<file path="config.mk">
export PLATFORM = sky130hd
export DESIGN_NAME = hub75_scan_reader_flat
export DESIGN_NICKNAME = d
export VERILOG_FILES = /design/src/rtl/hub75_scan_reader_pkg.sv /design/src/rtl/hub75_scan_reader_if.sv /design/src/rtl/hub75_scan_reader_bcm_timer.sv /design/src/rtl/hub75_scan_reader.sv /design/src/flat_wrapper.sv
export SDC_FILE = /design/constraint.sdc
export NUM_CORES = 1
export LEC_CHECK = 0
export ABC_AREA = 1
export CAP_MARGIN = 10
export CORE_MARGIN = 2
export CORE_UTILIZATION = 51
export DETAILED_ROUTE_END_ITERATION = 16
export PLACE_DENSITY = 0.92
export SYNTH_ARGS = -nofsm -noshare
export SYNTH_HDL_FRONTEND = slang
export SYNTH_SLANG_ARGS = --single-unit
export TNS_END_PERCENT = 30
</file>
<file path="constraint.sdc">
create_clock -name clkb -period 2.2 [get_ports clkb]
set_input_delay 0.55 -clock clkb [delete_from_list [all_inputs] [get_ports clkb]]
set_output_delay 0.55 -clock clkb [all_outputs]
set_load 0.02 [all_outputs]
</file>
<file path="src/rtl/hub75_scan_reader_pkg.sv">
`default_nettype none
// ============================================================================
// Module   : hub75_pkg
// Brief    : Shared state encoding and pixel/address field layout for the
//            HUB75 scan reader.
// Revision : 1.0
// ============================================================================
package hub75_pkg;

  typedef enum logic [2:0] {
    IDLE    = 3'd0,
    SHIFT   = 3'd1,
    BLANK   = 3'd2,
    LATCH   = 3'd3,
    DISPLAY = 3'd4
  } state_e;

  localparam int R_LSB = 16;
  localparam int G_LSB = 8;
  localparam int B_LSB = 0;

  localparam int COL_W = 6;
  localparam int ROW_W = 5;

endpackage
`default_nettype wire

</file>
<file path="src/rtl/hub75_scan_reader_if.sv">
`default_nettype none
// ============================================================================
// Module   : hub75_scan_reader_if
// Brief    : Buffer read port plus HUB75 panel pins seen by the scan reader.
// Revision : 1.0
// ============================================================================
interface hub75_scan_reader_if;
  import hub75_pkg::*;

  logic                   enable;
  logic [ROW_W+COL_W-1:0] addrb;
  logic [23:0]            douta;
  logic [23:0]            doutb;
  logic                   r1, g1, b1;
  logic                   r2, g2, b2;
  logic                   panel_clk;
  logic                   lat;
  logic                   oe_n;
  logic [ROW_W-1:0]       row_addr;
  logic                   frame_tick;

  modport master (
    input  enable, douta, doutb,
    output addrb, r1, g1, b1, r2, g2, b2, panel_clk, lat, oe_n, row_addr,
           frame_tick
  );

  modport slave (
    output enable, douta, doutb,
    input  addrb, r1, g1, b1, r2, g2, b2, panel_clk, lat, oe_n, row_addr,
           frame_tick
  );

endinterface
`default_nettype wire

</file>
<file path="src/rtl/hub75_scan_reader_bcm_timer.sv">
`default_nettype none
// ============================================================================
// Module   : bcm_timer
// Brief    : Loadable down-counter timing BCM display windows and dead time.
// Revision : 1.0
// ============================================================================
module bcm_timer #(
  parameter int BITS        = 8,
  parameter int BASE_CYCLES = 4,
  parameter int DEAD_CYCLES = 2
) (
  input  wire logic                    clkb,
  input  wire logic                    reset,
  input  wire logic                    i_load,
  input  wire logic                    i_dead,
  input  wire logic [$clog2(BITS)-1:0] i_plane,
  output logic                         o_done
);

  localparam int c_CNT_W = $clog2(BASE_CYCLES << (BITS - 1)) + 1;

  logic [c_CNT_W-1:0] r_cnt;
  logic               r_busy;
  logic [c_CNT_W-1:0] w_len;

  always_comb begin
    w_len = i_dead ? c_CNT_W'(DEAD_CYCLES) : (c_CNT_W'(BASE_CYCLES) << i_plane);
  end

  // done is asserted during the last cycle of the loaded window
  always_ff @(posedge clkb) begin
    if (reset) begin
      r_cnt  <= '0;
      r_busy <= 1'b0;
    end else if (i_load) begin
      r_cnt  <= w_len - c_CNT_W'(1);
      r_busy <= 1'b1;
    end else if (r_busy) begin
      if (r_cnt == '0) begin
        r_busy <= 1'b0;
      end else begin
        r_cnt <= r_cnt - c_CNT_W'(1);
      end
    end
  end

  assign o_done = r_busy && (r_cnt == '0);

endmodule
`default_nettype wire

</file>
<file path="src/rtl/hub75_scan_reader.sv">
`default_nettype none
// ============================================================================
// Module   : hub75_scan_reader
// Brief    : Scans the displayed frame buffer onto a 64x64 1/32-scan HUB75
//            panel with LSB-first binary-coded modulation.
// Revision : 1.0
// ============================================================================
module hub75_scan_reader
  import hub75_pkg::*;
#(
  parameter int COLS        = 64,
  parameter int ROWS        = 32,
  parameter int BITS        = 8,
  parameter int BASE_CYCLES = 4,
  parameter int DEAD_CYCLES = 2,
  parameter int RD_LATENCY  = 1
) (
  input wire logic            clkb,
  input wire logic            reset,
  hub75_scan_reader_if.master bus
);

  localparam int   c_PLANE_W  = $clog2(BITS);
  localparam int   c_SC_LAST  = 2 * COLS + RD_LATENCY;
  localparam int   c_SC_W     = $clog2(c_SC_LAST + 1);
  localparam logic c_LAT_ODD  = 1'(RD_LATENCY % 2);

  state_e                 r_state;
  logic [ROW_W-1:0]       r_row;
  logic [c_PLANE_W-1:0]   r_plane;
  logic [c_SC_W-1:0]      r_sc;
  logic [ROW_W+COL_W-1:0] r_addrb;
  logic                   r_r1, r_g1, r_b1, r_r2, r_g2, r_b2;
  logic                   r_panel_clk;
  logic                   r_lat;
  logic                   r_oe_n;
  logic [ROW_W-1:0]       r_row_addr;
  logic                   r_frame_tick;

  logic                   w_shift_last;
  logic                   w_data_ready;
  logic                   w_pix_hi;
  logic                   w_tmr_load;
  logic                   w_tmr_dead;
  logic                   w_tmr_done;
  logic [BITS-1:0]        w_ra, w_ga, w_ba, w_rb, w_gb, w_bb;

  assign w_ra = bus.douta[R_LSB +: BITS];
  assign w_ga = bus.douta[G_LSB +: BITS];
  assign w_ba = bus.douta[B_LSB +: BITS];
  assign w_rb = bus.doutb[R_LSB +: BITS];
  assign w_gb = bus.doutb[G_LSB +: BITS];
  assign w_bb = bus.doutb[B_LSB +: BITS];

  // Data for column c is valid RD_LATENCY cycles after its address; even
  // offsets from there present a pixel with panel_clk low, odd ones raise it.
  assign w_shift_last = (r_sc == c_SC_W'(c_SC_LAST));
  assign w_data_ready = (r_sc >= c_SC_W'(RD_LATENCY));
  assign w_pix_hi     = r_sc[0] ^ c_LAT_ODD;

  assign w_tmr_load = ((r_state == SHIFT) && w_shift_last) || (r_state == LATCH);
  assign w_tmr_dead = (r_state == SHIFT);

  bcm_timer #(
    .BITS        (BITS),
    .BASE_CYCLES (BASE_CYCLES),
    .DEAD_CYCLES (DEAD_CYCLES)
  ) u_bcm_timer (
    .clkb    (clkb),
    .reset   (reset),
    .i_load  (w_tmr_load),
    .i_dead  (w_tmr_dead),
    .i_plane (r_plane),
    .o_done  (w_tmr_done)
  );

  always_ff @(posedge clkb) begin
    if (reset) begin
      r_state      <= IDLE;
      r_row        <= '0;
      r_plane      <= '0;
      r_sc         <= '0;
      r_addrb      <= '0;
      {r_r1, r_g1, r_b1, r_r2, r_g2, r_b2} <= '0;
      r_panel_clk  <= 1'b0;
      r_lat        <= 1'b0;
      r_oe_n       <= 1'b1;
      r_row_addr   <= '0;
      r_frame_tick <= 1'b0;
    end else begin
      r_frame_tick <= 1'b0;
      r_lat        <= 1'b0;
      case (r_state)
        IDLE: begin
          if (bus.enable) begin
            r_state <= SHIFT;
            r_row   <= '0;
            r_plane <= '0;
            r_sc    <= '0;
            r_addrb <= '0;
          end
        end
        SHIFT: begin
          r_sc <= r_sc + c_SC_W'(1);
          if (w_shift_last) begin
            r_state     <= BLANK;
            r_panel_clk <= 1'b0;
            r_row_addr  <= r_row;
          end else begin
            if (r_sc[0] && (r_addrb[COL_W-1:0] != COL_W'(COLS - 1))) begin
              r_addrb[COL_W-1:0] <= r_addrb[COL_W-1:0] + COL_W'(1);
            end
            if (w_data_ready) begin
              if (!w_pix_hi) begin
                r_r1        <= w_ra[r_plane];
                r_g1        <= w_ga[r_plane];
                r_b1        <= w_ba[r_plane];
                r_r2        <= w_rb[r_plane];
                r_g2        <= w_gb[r_plane];
                r_b2        <= w_bb[r_plane];
                r_panel_clk <= 1'b0;
              end else begin
                r_panel_clk <= 1'b1;
              end
            end
          end
        end
        BLANK: begin
          if (w_tmr_done) begin
            r_state <= LATCH;
            r_lat   <= 1'b1;
          end
        end
        LATCH: begin
          r_state <= DISPLAY;
          r_oe_n  <= 1'b0;
        end
        DISPLAY: begin
          if (w_tmr_done) begin
            r_oe_n <= 1'b1;
            r_sc   <= '0;
            if (r_plane != c_PLANE_W'(BITS - 1)) begin
              r_plane <= r_plane + c_PLANE_W'(1);
              r_state <= SHIFT;
              r_addrb <= {r_row, {COL_W{1'b0}}};
            end else begin
              r_plane <= '0;
              if (r_row != ROW_W'(ROWS - 1)) begin
                r_row   <= r_row + ROW_W'(1);
                r_state <= SHIFT;
                r_addrb <= {r_row + ROW_W'(1), {COL_W{1'b0}}};
              end else begin
                r_row        <= '0;
                r_frame_tick <= 1'b1;
                r_addrb      <= '0;
                if (bus.enable) begin
                  r_state <= SHIFT;
                end else begin
                  r_state    <= IDLE;
                  r_row_addr <= '0;
                  {r_r1, r_g1, r_b1, r_r2, r_g2, r_b2} <= '0;
                end
              end
            end
          end
        end
        default: r_state <= IDLE;
      endcase
    end
  end

  assign bus.addrb      = r_addrb;
  assign bus.r1         = r_r1;
  assign bus.g1         = r_g1;
  assign bus.b1         = r_b1;
  assign bus.r2         = r_r2;
  assign bus.g2         = r_g2;
  assign bus.b2         = r_b2;
  assign bus.panel_clk  = r_panel_clk;
  assign bus.lat        = r_lat;
  assign bus.oe_n       = r_oe_n;
  assign bus.row_addr   = r_row_addr;
  assign bus.frame_tick = r_frame_tick;

endmodule
`default_nettype wire

</file>
<file path="src/flat_wrapper.sv">
// flat-port wrapper written by rule: the top's interface ports become plain ports
module hub75_scan_reader_flat import hub75_pkg::*;
#(
  parameter int COLS        = 64,
  parameter int ROWS        = 32,
  parameter int BITS        = 8,
  parameter int BASE_CYCLES = 4,
  parameter int DEAD_CYCLES = 2,
  parameter int RD_LATENCY  = 1
)
  (clkb, reset, bus_enable, bus_douta, bus_doutb, bus_addrb, bus_r1, bus_g1, bus_b1, bus_r2, bus_g2, bus_b2, bus_panel_clk, bus_lat, bus_oe_n, bus_row_addr, bus_frame_tick);
  hub75_scan_reader_if bus_i ();
  input wire logic clkb;
  input wire logic reset;
  input wire logic [$bits(bus_i.enable)-1:0] bus_enable;
  input wire logic [$bits(bus_i.douta)-1:0] bus_douta;
  input wire logic [$bits(bus_i.doutb)-1:0] bus_doutb;
  output wire logic [$bits(bus_i.addrb)-1:0] bus_addrb;
  output wire logic [$bits(bus_i.r1)-1:0] bus_r1;
  output wire logic [$bits(bus_i.g1)-1:0] bus_g1;
  output wire logic [$bits(bus_i.b1)-1:0] bus_b1;
  output wire logic [$bits(bus_i.r2)-1:0] bus_r2;
  output wire logic [$bits(bus_i.g2)-1:0] bus_g2;
  output wire logic [$bits(bus_i.b2)-1:0] bus_b2;
  output wire logic [$bits(bus_i.panel_clk)-1:0] bus_panel_clk;
  output wire logic [$bits(bus_i.lat)-1:0] bus_lat;
  output wire logic [$bits(bus_i.oe_n)-1:0] bus_oe_n;
  output wire logic [$bits(bus_i.row_addr)-1:0] bus_row_addr;
  output wire logic [$bits(bus_i.frame_tick)-1:0] bus_frame_tick;
  assign bus_i.enable = bus_enable;
  assign bus_i.douta = bus_douta;
  assign bus_i.doutb = bus_doutb;
  assign bus_addrb = bus_i.addrb;
  assign bus_r1 = bus_i.r1;
  assign bus_g1 = bus_i.g1;
  assign bus_b1 = bus_i.b1;
  assign bus_r2 = bus_i.r2;
  assign bus_g2 = bus_i.g2;
  assign bus_b2 = bus_i.b2;
  assign bus_panel_clk = bus_i.panel_clk;
  assign bus_lat = bus_i.lat;
  assign bus_oe_n = bus_i.oe_n;
  assign bus_row_addr = bus_i.row_addr;
  assign bus_frame_tick = bus_i.frame_tick;
  hub75_scan_reader #(.COLS(COLS), .ROWS(ROWS), .BITS(BITS), .BASE_CYCLES(BASE_CYCLES), .DEAD_CYCLES(DEAD_CYCLES), .RD_LATENCY(RD_LATENCY)) u_core (.clkb(clkb), .reset(reset), .bus(bus_i));
endmodule
</file>
==> results of run 1 <==
-- cells by family after synthesis --
kind of cell	after synthesis	synth area share, %
buffers and inverters	72	8.624
and+or+nand+nor	250	34.07
xor gates and xnor gates	7	1.746
DFF	56	31.93
AOI/OAI and AO/OA	119	18.99
adders and majority gates	13	4.633
-- flip-flops by register name, summed over array words and instances, names as in the netlist, 3 cells and up --
name / count
u_core.r_state: 3
u_core.bus.addrb: 11
u_core.r_row: 5
u_core.u_bcm_timer.r_cnt: 10
u_core.bus.row_addr: 5
u_core.r_sc: 8
u_core.r_plane: 3
-- repair_timing --
item,in CTS,in global routing
gates resized for setup,0,10
setup buffers,0,1
hold buffers,0,0
endpoints found under the setup margin,0,18
-- stage by stage --
stage | TNS, ns | util (%) | power (mW)
final | 0 | 67.88 | 4.670
after global routing | -0.04133 | 67.88 | 4.997
after CTS | 0 | 67.43 | 4.580
after detailed placement | 0 | 66.03 | 3.956
after global placement | 0 | 66.03 | 3.859
after floorplan | 0 | - | 3.182
-- routing by layer --
layer / vias to the layer above / track usage, % / wire length (µm)
li1: 1922 / - / -
met1: 1883 / 34.92 / 4252
met2: 215 / 48.23 / 5196
met5: - / 0 / 0
met3: 27 / 4.360 / 759
met4: 0 / 8.523 / 235
-- cells in the final DEF (no fill, tap or decap), types with 3 or more instances in the layout --
cell             instances
nand2_1                 79
inv_2                    7
buf_4                   25
a21oi_1                 34
o211a_1                  3
ha_1                    11
dfxtp_1                 52
dfxtp_2                  4
o21ai_1                  3
o22ai_1                  8
o21ai_0                 54
nand3_2                  5
a31oi_1                  4
nand4_1                 12
clkbuf_8                 6
or2_2                    4
o221ai_1                 6
clkdlybuf4s50_1         76
nor3_1                  13
xor2_1                   5
nand2_2                  4
inv_1                   43
nor2_1                  73
nand3_1                 44
nor2_2                   4
-- cell type report --
| cell class | instances | area (µm²) |
|---|---|---|
| tap | 80 | 100.1 |
| inverter | 50 | 187.7 |
| multi-input combinational | 389 | 2105 |
| clock buffer | 7 | 86.33 |
| timing repair buffer | 101 | 948.4 |
| fill | 510 | 2158 |
| clock inverter | 1 | 7.507 |
| sequential | 56 | 1126 |
-- worst max-delay path: cells and delay by family, from the launching register on --
kind / cells / cell delay, ns
buffers and inverters: 3 / 0.18
flip-flops: 1 / 0.35
AND/OR/NAND/NOR: 11 / 1.06
adder cells (fa/ha/maj): 2 / 0.40
-- power by group through the flow --
stage          Sequential (mW)  Clock, mW  Combinational, mW
2_1_floorplan             1.51          0               1.67
3_3_place_gp              1.44          0               2.42
3_5_place_dp              1.44          0               2.51
4_1_cts                   1.42      0.605               2.55
5_1_grt                   1.46      0.652               2.88
6_report                  1.44      0.610               2.62
-- worst max path at each step --
stage / endpoint / slack [ns] / startpoint / depth (start not counted)
2_1_floorplan: u_core.u_bcm_timer.r_cnt[5] / 0.21 / u_core.r_plane[0] / 14
3_3_place_gp: u_core.r_row[0] / 0.19 / bus_enable / 9
3_5_place_dp: u_core.r_row[0] / 0.14 / bus_enable / 9
4_1_cts: u_core.u_bcm_timer.r_cnt[8] / 0.08 / u_core.r_sc[1] / 16
5_1_grt: u_core.u_bcm_timer.r_cnt[8] / -0.04 / u_core.r_sc[1] / 16
6_report: u_core.u_bcm_timer.r_cnt[8] / 0.11 / u_core.r_sc[1] / 16
==> impl_metrics.tcl, run 1 <==
set metrics [dict create \
    dieArea_mm2 0.007564 \
    setup_ws_ns 0.1109 \
    holdPathStages 2 \
    rsz0062_at_grt "yes" \
    p_int_mw 2.507 \
    grt-ovfl-total 0 \
    hold_viol 0 \
    ys_async_sr_fraction_pct 0 \
    syn2layout_area_growth_pct 29.90 \
    synth-main-ff-cell "dfxtp_1" \
    dr.pass1.iters 6 \
    cts_tree "done" \
    syn_nets 581 \
    dpl.hpwl_mm 7.452 \
    postPlaceCellArea_mm2 0.004437 \
    via_per_inst 5.917 \
    synth_top_area_share_pct 31.93 \
    clockBufferDepth 2 \
    slew_viol_final 0 \
    p_leak_nw 1.893 \
    cp_max_fo 4 \
    synth_edf_count 0 \
    htreeDepth 2 \
    clock_skew_ns 0.004417 \
    drt_iter0_drc 373 \
    setup_viol 0 \
    place_congestion 0.9604 \
    num_io_pins 77 \
    switching_share_pct 46.31 \
    powerDensity_mw_per_mm2 1024 \
    worstHoldStart "u_core.bus.addrb[8]" \
    r2r-end "u_core.u_bcm_timer.r_cnt[8]" \
    drc_errors 0 \
    grt_antenna_before_repair 0 \
    crit_path_max_incr_delay_ns 0.35 \
    switchingPower_mw 2.162 \
    netlist_top_cells_count "nand2_1 (79), nor2_1 (74), dfxtp_1 (56)" \
    port_buffers 76 \
    fin_area_mm2 0.004561 \
    rows 30 \
    ys_ff_latch 56 \
    cts_buffers 5 \
    wl_per_cell_um 15.27 \
    grt_pass1_wl_mm 17.07 \
    ir_worst_vdd_uv 681.2 \
    yosysWarnings 0 \
    min_to "u_core.bus.addrb[8]" \
    worst_setup_path_start_kind "flop" \
    fmax_mhz 478.7 \
    cts_sinks 56 \
    crit_chain "inv_2 > ha_2 > nand3_1 > nor2_2 > nand2_2 > nand2_2 > inv_1 > nand2_1 > ha_2 > nand3_2 > nor2_4 > nand3_1 > nand2_1 > nand3_1 > nand2_1 > inv_1" \
    fin_hold_ws_ns 0.4767 \
    fin_crit_sh_pct 94.96 \
    tightest_slew_ns 0.4514 \
    die_w_um 86.97 \
    r2r_start "u_core.r_sc[1]" \
    ff2ff_path_depth 16 \
    antennaDiodeCount 0 \
    yosys-top-cells-area "dfxtp_1 (32%), nand2_1 (8.4%), nor2_1 (7.9%)" \
    endpoint_kind "flop" \
    outcome "complete, no violations" \
    clk_latency_ns 0.32 \
    wl_mm 10.44 \
    cp.arrival_ns 2.31 \
    yosys.cell_types.count 39 \
    r2r_setup_slack_ns 0.11 \
    comb_power_share_pct 56.2 \
    vias 4047 \
    grt_max_degree 25 \
    yosys.area.top_type "dfxtp_1" \
    grt_usage_pct 27.66 \
    ctsRootBufferMaster "clkbuf_8" \
    place_inst 675 \
    yosysMostFrequentCell "nand2_1" \
    cts.reportedPaths.clkPinSlew_ns 0.10 \
    die_y_um 86.97 \
    grt_pass1_vias 3767 \
    start_util_pct 52.25 \
    drive_gt1_share_pct 12.09 \
    finalCriticalPeriod_ns 2.089 \
    pre_cts_ws_ns 0.1444 \
    ys_seq_area_share_pct 31.93 \
    critPathSlowestCell "dfxtp_2" \
    required_ns 2.42 \
    p_seq_share_pct 30.8 \
    maxSlewHeadroom_pct 69.71 \
    ant_nets 0 \
    final_nets 667 \
    synthesis.area_mm2 0.003511 \
    worstSetupPathType "flop to flop" \
    postSynthAreaPerCell_um2 6.791 \
    synthCells 517 \
    hold_path_class "flop to flop" \
    cap_violations 0 \
    fin_cells 684 \
    coreArea_mm2 0.006719 \
    pwr-share-clk_pct 13.1 \
]
Power figures use the tool's default switching activity.
==> run 2: changes to the inputs <==
- CTS_CLUSTER_DIAMETER: not set -> 60
- PLACE_DENSITY: 0.92 -> not set
- PLACE_DENSITY_LB_ADDON: not set -> 0.1
==> impl_metrics.tcl, run 2 (same netlist as run 1, synthesis figures left out) <==
set metrics [dict create \
    clock_skew_ns 0.01009 \
    dr.pass1.iters 4 \
    ir_worst_vdd_uv 677.1 \
    switching_share_pct 45.90 \
    p_leak_nw 1.891 \
    vias 3775 \
    fmax_mhz 496.1 \
    wl_met2_mm 4.559 \
    place_congestion 0.9265 \
    clk_latency_ns 0.32 \
    hold_path_class "flop to flop" \
    required_ns 2.41 \
    cap_violations 0 \
    via_per_inst 5.511 \
    fin_area_mm2 0.004563 \
    die_w_um 86.97 \
    wl_per_cell_um 13.96 \
    p_total_mw 4.602 \
    critical_path.top_delay_family "simple AND/OR/NAND/NOR gates" \
    switchingPower_mw 2.112 \
    postPlaceCellArea_mm2 0.004452 \
    outcome "complete, no violations" \
    wl_mm 9.561 \
    clockBufferDepth 2 \
    drive_gt1_share_pct 11.74 \
    p_int_mw 2.490 \
    antennaDiodeCount 0 \
    cts_buffers 5 \
    slew_viol_final 0 \
    multi_input_area_mm2 0.002107 \
    cp.arrival_ns 2.23 \
    dieArea_mm2 0.007564 \
    critPathSlowestCell "dfxtp_2" \
    pre_cts_ws_ns 0.1126 \
    start_util_pct 52.25 \
    worstSetupPathType "flop to flop" \
    fin_setup_tns_ns 0 \
    grt-ovfl-total 0 \
    utilization_pct 67.91 \
    drt_iter0_drc 151 \
    powerDensity_mw_per_mm2 1008 \
    layout_common_cells "nand2_1 (79), clkdlybuf4s50_1 (76), nor2_1 (73), o21ai_0 (54), dfxtp_1 (54)" \
    grt_max_degree 26 \
    cp_max_fo 12 \
    coreArea_mm2 0.006719 \
    cts_sinks 56 \
    maxSlewHeadroom_pct 66.52 \
    setup_viol 0 \
    hold_viol 0 \
    rsz0062_at_grt "no" \
    endpoint_kind "flop" \
    seqCellArea_mm2 0.001124 \
    die_y_um 86.97 \
    largest_reg_flops 11 \
    grt_pass1_wl_mm 15.96 \
    cts_tree "done" \
    crit_path_max_incr_delay_ns 0.40 \
    post_cts_resized 0 \
    final_nets 668 \
    top_layer "met4" \
    syn2layout_area_growth_pct 29.97 \
    setup_ws_ns 0.1845 \
    fillers 594 \
    drc_errors 0 \
    fin_crit_sh_pct 91.62 \
    ctsRootBufferMaster "clkbuf_8" \
    cts_setup_buffers 0 \
    p_seq_share_pct 31.0 \
    comb_power_share_pct 56.4 \
    wl_met3_um 436 \
    cts.reportedPaths.clkPinSlew_ns 0.10 \
    num_io_pins 77 \
    grt_antenna_before_repair 0 \
    grt_usage_pct 26.20 \
    dpl.hpwl_mm 7.113 \
    grt_pass1_vias 3549 \
    htreeDepth 2 \
    crit_buf_inv 1 \
    finalCriticalPeriod_ns 2.016 \
    tightest_slew_ns 0.4988 \
    layout_commonest_cell "nand2_1" \
    ant_nets 0 \
    worst_setup_path_start_kind "flop" \
    wl_met1_mm 4.455 \
    crit_chain "ha_1 > nand2_1 > nor2_1 > ha_2 > nor2_1 > a21oi_1 > nand2_1 > nor2_2 > buf_4 > o21ai_0 > o211a_1" \
    port_buffers 76 \
    holdBufCountCts 0 \
    pwr-share-clk_pct 12.7 \
    rows 30 \
]
==> run 2: cell types whose count changed in the layout (fill, tap and decap cells not counted), sizes merged <==
cell,change
buf,+1
clkbuf,-1
clkinv,+1
==> run 2: worst paths after layout <==
| path | from | end | slack, ns | cells past startpoint |
|---|---|---|---|---|
| setup / recovery | u_core.r_row[0] | u_core.bus.b2 | 0.18 | 11 |
| hold / removal | u_core.bus.addrb[8] | u_core.bus.addrb[8] | 0.47 | 2 |
| setup reg to reg | u_core.r_row[0] | u_core.bus.b2 | 0.18 | 11 |
| hold reg to reg | u_core.bus.addrb[8] | u_core.bus.addrb[8] | 0.47 | 2 |
==> run 2: stage by stage <==
| stage | cells | hold WS, ns |
|---|---|---|
| 2_1_floorplan | 517 | 0.4473 |
| 3_3_place_gp | 677 | 0.4471 |
| 3_5_place_dp | 677 | 0.4507 |
| 4_1_cts | 685 | 0.4702 |
| 5_1_grt | 685 | 0.4898 |
| 6_report | 685 | 0.4694 |
==> run 2: final cells by class <==
type	instances	area share, %
timing repair buffer	102	20.95
multi-input combinational	389	46.17
inverter	50	4.113
clock inverter	2	0.3565
sequential	56	24.62
clock buffer	6	1.590
tap	80	2.194
==> run 2: layer usage <==
metal / vias to the layer above / global-route usage [%]
li1: 1917 / -
met1: 1741 / 34.77
met2: 105 / 43.30
met3: 12 / 5.213
met4: 0 / 7.102
met5: - / 0
==> run 2: worst reg2reg max path, stage by stage, from the launching register on <==
cell and delay, ns:
dfxtp_2 0.40, ha_1 0.19, nand2_1 0.07, nor2_1 0.13
ha_2 0.23, nor2_1 0.09, a21oi_1 0.12, nand2_1 0.13
nor2_2 0.13, buf_4 0.19, o21ai_0 0.12, o211a_1 0.12
==> run 2: power groups by stage <==
stage / logic [mW] / clock network (mW) / registers [mW]
2_1_floorplan: 1.67 / 0 / 1.51
3_3_place_gp: 2.49 / 0 / 1.43
3_5_place_dp: 2.54 / 0 / 1.44
4_1_cts: 2.55 / 0.595 / 1.42
5_1_grt: 2.89 / 0.636 / 1.45
6_report: 2.59 / 0.582 / 1.43
